### src/rtl/uart_rx.sv
// rtl/uart_rx.sv - 16x-oversampling UART receiver with a two-flop rx synchronizer.
// Defining UART_RX_PARITY_EN adds an even-parity bit after the data bits.
module uart_rx #(
   parameter int DBIT    = 8,
   parameter int SB_TICK = 16
) (
   input  logic            clk,
   input  logic            reset,
   input  logic            s_tick,
   input  logic            rx,
   output logic [DBIT-1:0] rx_data,
   output logic            rx_done_tick,
   output logic            frame_err,
   output logic            parity_err,
   output logic            busy
);
   localparam int SW = ($clog2(SB_TICK) > 4) ? $clog2(SB_TICK) : 4;
   localparam logic [SW-1:0] S_MID  = SW'(7);
   localparam logic [SW-1:0] S_END  = SW'(15);
   localparam logic [SW-1:0] S_STOP = SW'(SB_TICK - 1);
   localparam logic [2:0]    N_LAST = 3'(DBIT - 1);

   typedef enum logic [2:0] {
      IDLE,
      START,
      DATA,
`ifdef UART_RX_PARITY_EN
      PARITY,
`endif
      STOP
   } state_t;

   state_t          state;
   logic [SW-1:0]   s;
   logic [2:0]      n;
   logic [DBIT-1:0] b;
   logic            rx_meta;
   logic            rx_sync;
   logic            rx_prev;
`ifdef UART_RX_PARITY_EN
   logic            par_bit;
`endif

   assign busy = (state != IDLE);

   always_ff @(posedge clk) begin
      if (reset) begin
         state        <= IDLE;
         s            <= '0;
         n            <= '0;
         b            <= '0;
         rx_meta      <= 1'b1;
         rx_sync      <= 1'b1;
         rx_prev      <= 1'b1;
         rx_data      <= '0;
         rx_done_tick <= 1'b0;
         frame_err    <= 1'b0;
`ifdef UART_RX_PARITY_EN
         parity_err   <= 1'b0;
         par_bit      <= 1'b0;
`endif
      end else begin
         rx_meta      <= rx;
         rx_sync      <= rx_meta;
         rx_prev      <= rx_sync;
         rx_done_tick <= 1'b0;
         case (state)
            // Edge detect runs every clk so a held-low line cannot retrigger.
            IDLE: begin
               if (rx_prev && !rx_sync) begin
                  state <= START;
                  s     <= '0;
               end
            end
            START: begin
               if (s_tick) begin
                  if (s == S_MID) begin
                     if (!rx_sync) begin
                        state <= DATA;
                        s     <= '0;
                        n     <= '0;
                     end else begin
                        state <= IDLE;
                     end
                  end else begin
                     s <= s + 1'b1;
                  end
               end
            end
            DATA: begin
               if (s_tick) begin
                  if (s == S_END) begin
                     s <= '0;
                     b <= {rx_sync, b[DBIT-1:1]};
                     if (n == N_LAST) begin
`ifdef UART_RX_PARITY_EN
                        state <= PARITY;
`else
                        state <= STOP;
`endif
                     end else begin
                        n <= n + 1'b1;
                     end
                  end else begin
                     s <= s + 1'b1;
                  end
               end
            end
`ifdef UART_RX_PARITY_EN
            PARITY: begin
               if (s_tick) begin
                  if (s == S_END) begin
                     s       <= '0;
                     par_bit <= rx_sync;
                     state   <= STOP;
                  end else begin
                     s <= s + 1'b1;
                  end
               end
            end
`endif
            STOP: begin
               if (s_tick) begin
                  if (s == S_STOP) begin
                     state        <= IDLE;
                     s            <= '0;
                     rx_data      <= b;
                     frame_err    <= !rx_sync;
                     rx_done_tick <= 1'b1;
`ifdef UART_RX_PARITY_EN
                     parity_err   <= (^b) ^ par_bit;
`endif
                  end else begin
                     s <= s + 1'b1;
                  end
               end
            end
            default: state <= IDLE;
         endcase
      end
   end

`ifndef UART_RX_PARITY_EN
   assign parity_err = 1'b0;
`endif

endmodule

### config.mk
export PLATFORM = sky130hd
export DESIGN_NAME = uart_rx
export DESIGN_NICKNAME = d
export VERILOG_FILES = /design/src/rtl/uart_rx.sv
export SDC_FILE = /design/constraint.sdc
export NUM_CORES = 1
export LEC_CHECK = 0
export ABC_AREA = 1
export ABC_CLOCK_PERIOD_IN_PS = 4100
export CORE_MARGIN = 2
export CORE_UTILIZATION = 35
export DETAILED_ROUTE_END_ITERATION = 16
export DONT_BUFFER_PORTS = 1
export PLACE_DENSITY_LB_ADDON = 0.25
export REMOVE_ABC_BUFFERS = 1
export SYNTH_ARGS = -nofsm -noshare
export SYNTH_HDL_FRONTEND = slang
export SYNTH_SLANG_ARGS = --single-unit
### constraint.sdc
create_clock -name clk -period 4.1 [get_ports clk]
set_input_delay 0.615 -clock clk [delete_from_list [all_inputs] [get_ports clk]]
set_output_delay 0.615 -clock clk [all_outputs]
set_load 0.01 [all_outputs]
==> metrics.txt <==
# TYPE chip_impl_metric gauge
chip_impl_metric{name="post_synth_inst_count",unit=""} 186
chip_impl_metric{name="worst_pin_slew",unit="ps"} 621.1
chip_impl_info{name="cts_tree",value="built"} 1
chip_impl_metric{name="synthToLayoutAreaGrowth",unit="%"} 9.678
chip_impl_metric{name="stdcell_area",unit="um^2"} 1446
chip_impl_metric{name="max_freq",unit="MHz"} 496.0
chip_impl_metric{name="core_area",unit="um^2"} 3633
chip_impl_metric{name="wl",unit="mm"} 2.590
chip_impl_info{name="unrepaired_setup_endpoints_after_global_routing",value="no"} 1
chip_impl_info{name="ctsRootBufferMaster",value="sky130_fd_sc_hd__clkbuf_8"} 1
chip_impl_metric{name="timing.critical_path.buf_inv",unit=""} 1
chip_impl_metric{name="grt_antenna_before_repair",unit=""} 0
chip_impl_metric{name="timing.setup.tns",unit="ps"} 0
chip_impl_metric{name="post_synth_xor_area_fraction",unit=""} 0.006641
chip_impl_metric{name="grt_pass1_vias",unit=""} 1000
chip_impl_metric{name="worst-endpoint-required",unit="ps"} 4280
chip_impl_metric{name="total_power",unit="mW"} 0.7550
chip_impl_metric{name="post_synth_fa_ha_maj_area_fraction",unit=""} 0.02846
chip_impl_metric{name="vias_per_cell",unit=""} 4.586
chip_impl_metric{name="place.gp.congestion",unit=""} 0.8357
chip_impl_metric{name="maxSlewHeadroom",unit=""} 0.5855
chip_impl_metric{name="place_ws",unit="ps"} 2077
chip_impl_metric{name="antenna_left",unit=""} 0
chip_impl_metric{name="clk-insertion-delay-late",unit="ps"} 280
chip_impl_info{name="netlist_top_cells_area",value="sky130_fd_sc_hd__dfxtp_1, sky130_fd_sc_hd__nor2_1, sky130_fd_sc_hd__nand2_1, sky130_fd_sc_hd__o21ai_0, sky130_fd_sc_hd__inv_1"} 1
chip_impl_info{name="crit_slowest_cell",value="sky130_fd_sc_hd__nor3_2"} 1
chip_impl_metric{name="share_of_synthesized_area_occupied_by_flip_flops_and_latches",unit=""} 0.4554
chip_impl_metric{name="crit_path_max_incr_delay",unit="ps"} 490
chip_impl_metric{name="io-pin-count",unit=""} 16
chip_impl_info{name="worstSetupStartpointType",value="register"} 1
chip_impl_metric{name="worst_slack",unit="ps"} 2084
chip_impl_metric{name="timing.critical_path.fanout_max",unit=""} 11
chip_impl_info{name="startpoint",value="s[0]"} 1
chip_impl_metric{name="drc",unit=""} 0
chip_impl_info{name="worstHoldPathType",value="in -> reg"} 1
chip_impl_metric{name="grt_start_max_net_pins",unit=""} 25
chip_impl_metric{name="post_route_cells_drive_above_1_share",unit=""} 0.1058
chip_impl_metric{name="finalCriticalPeriod",unit="ps"} 2016
chip_impl_metric{name="grt_first_pass_wirelength",unit="mm"} 4.554
chip_impl_metric{name="yosysWarnings",unit=""} 0
chip_impl_metric{name="postSynthRegisterBits",unit=""} 30
chip_impl_metric{name="netlist-cell-type-count",unit=""} 23
chip_impl_metric{name="total_power_divided_by_cell_area",unit="nW/um^2"} 522.0
chip_impl_metric{name="max_cap_violations",unit=""} 0
chip_impl_metric{name="num_rows",unit=""} 22
chip_impl_metric{name="total_leakage_power",unit="nW"} 0.6610
chip_impl_metric{name="htree_levels",unit=""} 2
chip_impl_info{name="min-delay-start",value="reset"} 1
chip_impl_info{name="cp-end-kind",value="register"} 1
chip_impl_info{name="setup.worst_path.class",value="reg -> reg"} 1
chip_impl_metric{name="clk_transition_reported_paths",unit="ps"} 70
chip_impl_metric{name="synth_compound_area_frac",unit=""} 0.09488
chip_impl_metric{name="drt-pass1-iter-count",unit=""} 4
chip_impl_metric{name="tritoncts.num_buffers",unit=""} 5
chip_impl_info{name="largest_family_of_logic_cells_by_synthesized_area",value="simple AND/OR/NAND/NOR gates"} 1
chip_impl_info{name="final_cell_mix",value="sky130_fd_sc_hd__nor2_1, sky130_fd_sc_hd__nand2_1, sky130_fd_sc_hd__dfxtp_1"} 1
chip_impl_info{name="outcome",value="finished, final reports clean"} 1
chip_impl_metric{name="post_cts_resized",unit=""} 0
chip_impl_metric{name="port_buffers",unit=""} 0
chip_impl_metric{name="final_setup_violation_count",unit=""} 0
chip_impl_metric{name="post-synth-top-area-fraction",unit=""} 0.4554
chip_impl_info{name="cpLargestDelayFamily",value="simple AND/OR/NAND/NOR gates"} 1
chip_impl_metric{name="final_nets",unit=""} 195
chip_impl_metric{name="post-cts-setup-buffer-count",unit=""} 0
chip_impl_info{name="startpoint_of_the_lowest_slack_register_to_register_path",value="s[0]"} 1
chip_impl_metric{name="die-area",unit="um^2"} 4275
chip_impl_info{name="layout_commonest_cell",value="sky130_fd_sc_hd__nor2_1"} 1
chip_impl_metric{name="post-place-cells",unit=""} 229
chip_impl_info{name="synth_area_leader_cell",value="sky130_fd_sc_hd__dfxtp_1"} 1
chip_impl_metric{name="cts.sink_count",unit=""} 30
chip_impl_metric{name="placement.cell_area",unit="um^2"} 1351
chip_impl_metric{name="die_h",unit="um"} 65.39
chip_impl_metric{name="overflow",unit=""} 0
chip_impl_info{name="crit_chain",value="ha_1 -> nand3_2 -> nor3_2 -> clkinv_1 -> nor2_1 -> nor2_1"} 1
chip_impl_metric{name="insertedDiodeCount",unit=""} 0
chip_impl_metric{name="num_vias",unit=""} 1087
chip_impl_metric{name="yosys.area_share.simple",unit=""} 0.3397
chip_impl_metric{name="die-width",unit="um"} 65.39
chip_impl_metric{name="mux_cell_area_share_after_synthesis",unit=""} 0
chip_impl_metric{name="fin_crit_sh",unit=""} 0.4917
chip_impl_metric{name="hpwlAfterDp",unit="mm"} 1.809
chip_impl_metric{name="synth_area",unit="um^2"} 1319
chip_impl_metric{name="detail_route.wl_per_cell",unit="um"} 10.93
chip_impl_metric{name="report.final.hold_viol_count",unit=""} 0
chip_impl_metric{name="vdd_drop_max",unit="mV"} 0.2407
chip_impl_metric{name="cts_hold_buffers",unit=""} 0
chip_impl_metric{name="syn_area_per_cell",unit="um^2"} 7.090
chip_impl_metric{name="ctsLongestPathBuffers",unit=""} 2
chip_impl_metric{name="start_util",unit=""} 0.3629
chip_impl_metric{name="finClkSkew",unit="ps"} 5.094
chip_impl_metric{name="crit_arrival",unit="ps"} 2190
chip_impl_metric{name="grt.total_usage",unit=""} 0.1392
chip_impl_metric{name="final_cell_count_no_fill",unit=""} 237
chip_impl_metric{name="final_max_slew_viols",unit=""} 0
chip_impl_metric{name="dr.first_iter.drc_count",unit=""} 48
chip_impl_info{name="critical_path.most_common_cell",value="sky130_fd_sc_hd__nor2_1"} 1
chip_impl_metric{name="fill_cells",unit=""} 404
==> per-layer routing <==
layer / global-route usage / share of wire
met1: 0.1645 / 0.49
met2: 0.2207 / 0.45
met3: 0.05137 / 0.059
met4: 0.07031 / 0.0073
met5: 0 / 0
==> through the flow <==
| stage | hold WS (ps) | utilization |
|---|---|---|
| finish | 395.4 | 0.3981 |
| global route | 386.9 | 0.3981 |
| CTS | 387.1 | 0.3981 |
| detailed placement | 394.6 | 0.3719 |
| global placement | 390.9 | 0.3719 |
| floorplan | 389.5 | - |
==> worst paths after layout <==
path,to,slack [ps],depth (start not counted)
min,s[0],400,1
min reg2reg,rx_sync,410,1
max,rx_data[7],2080,6
max reg2reg,rx_data[7],2080,6
==> Yosys cell counts <==
cell and instances:
sky130_fd_sc_hd__nor2_1 47, sky130_fd_sc_hd__nand2_1 35, sky130_fd_sc_hd__dfxtp_1 30, sky130_fd_sc_hd__o21ai_0 19, sky130_fd_sc_hd__inv_1 14, sky130_fd_sc_hd__nand3_1 10
sky130_fd_sc_hd__a21oi_1 6, sky130_fd_sc_hd__ha_1 3, sky130_fd_sc_hd__inv_2 3, sky130_fd_sc_hd__buf_4 2, sky130_fd_sc_hd__clkbuf_1 2, sky130_fd_sc_hd__nand3_2 2
sky130_fd_sc_hd__nor2_2 2, sky130_fd_sc_hd__or2_2 2, sky130_fd_sc_hd__and2_1 1, sky130_fd_sc_hd__clkbuf_2 1, sky130_fd_sc_hd__clkinv_1 1, sky130_fd_sc_hd__conb_1 1
sky130_fd_sc_hd__nand2_2 1, sky130_fd_sc_hd__nand4_1 1, sky130_fd_sc_hd__nor3_2 1, sky130_fd_sc_hd__nor3_4 1, sky130_fd_sc_hd__xor2_1 1
==> flip-flops by register name (all words and copies together), names as in the netlist <==
register,cells
rx_sync,1
state,2
rx_prev,1
frame_err,1
rx_data,8
s,4
b,8
rx_meta,1
rx_done_tick,1
n,3
==> cell families after synthesis <==
logic type	after synthesis
XOR/XNOR	1
AO/OA/AOI/OAI	25
AND/OR/NAND/NOR	103
other	1
buffers and inverters	23
adder cells (fa/ha/maj)	3
flip-flops	30
==> area by class of cell <==
class                           count  area [um^2]  area share
Clock buffer                        6        82.58     0.05709
Inverter                           18        67.56     0.04671
Sequential cell                    30        600.6      0.4152
Multi-Input combinational cell    133        623.1      0.4308
Tap cell                           48        60.06     0.04152
Clock inverter                      2        12.51    0.008651
==> report_power, final <==
| group | leakage, nW | internal (mW) | switching [mW] |
|---|---|---|---|
| Sequential | 0.243 | 0.310 | 0.0219 |
| Combinational | 0.371 | 0.0597 | 0.117 |
| Clock | 0.0472 | 0.135 | 0.112 |
| Total | 0.661 | 0.504 | 0.251 |
Note: power is estimated with default switching activity, not from simulation.
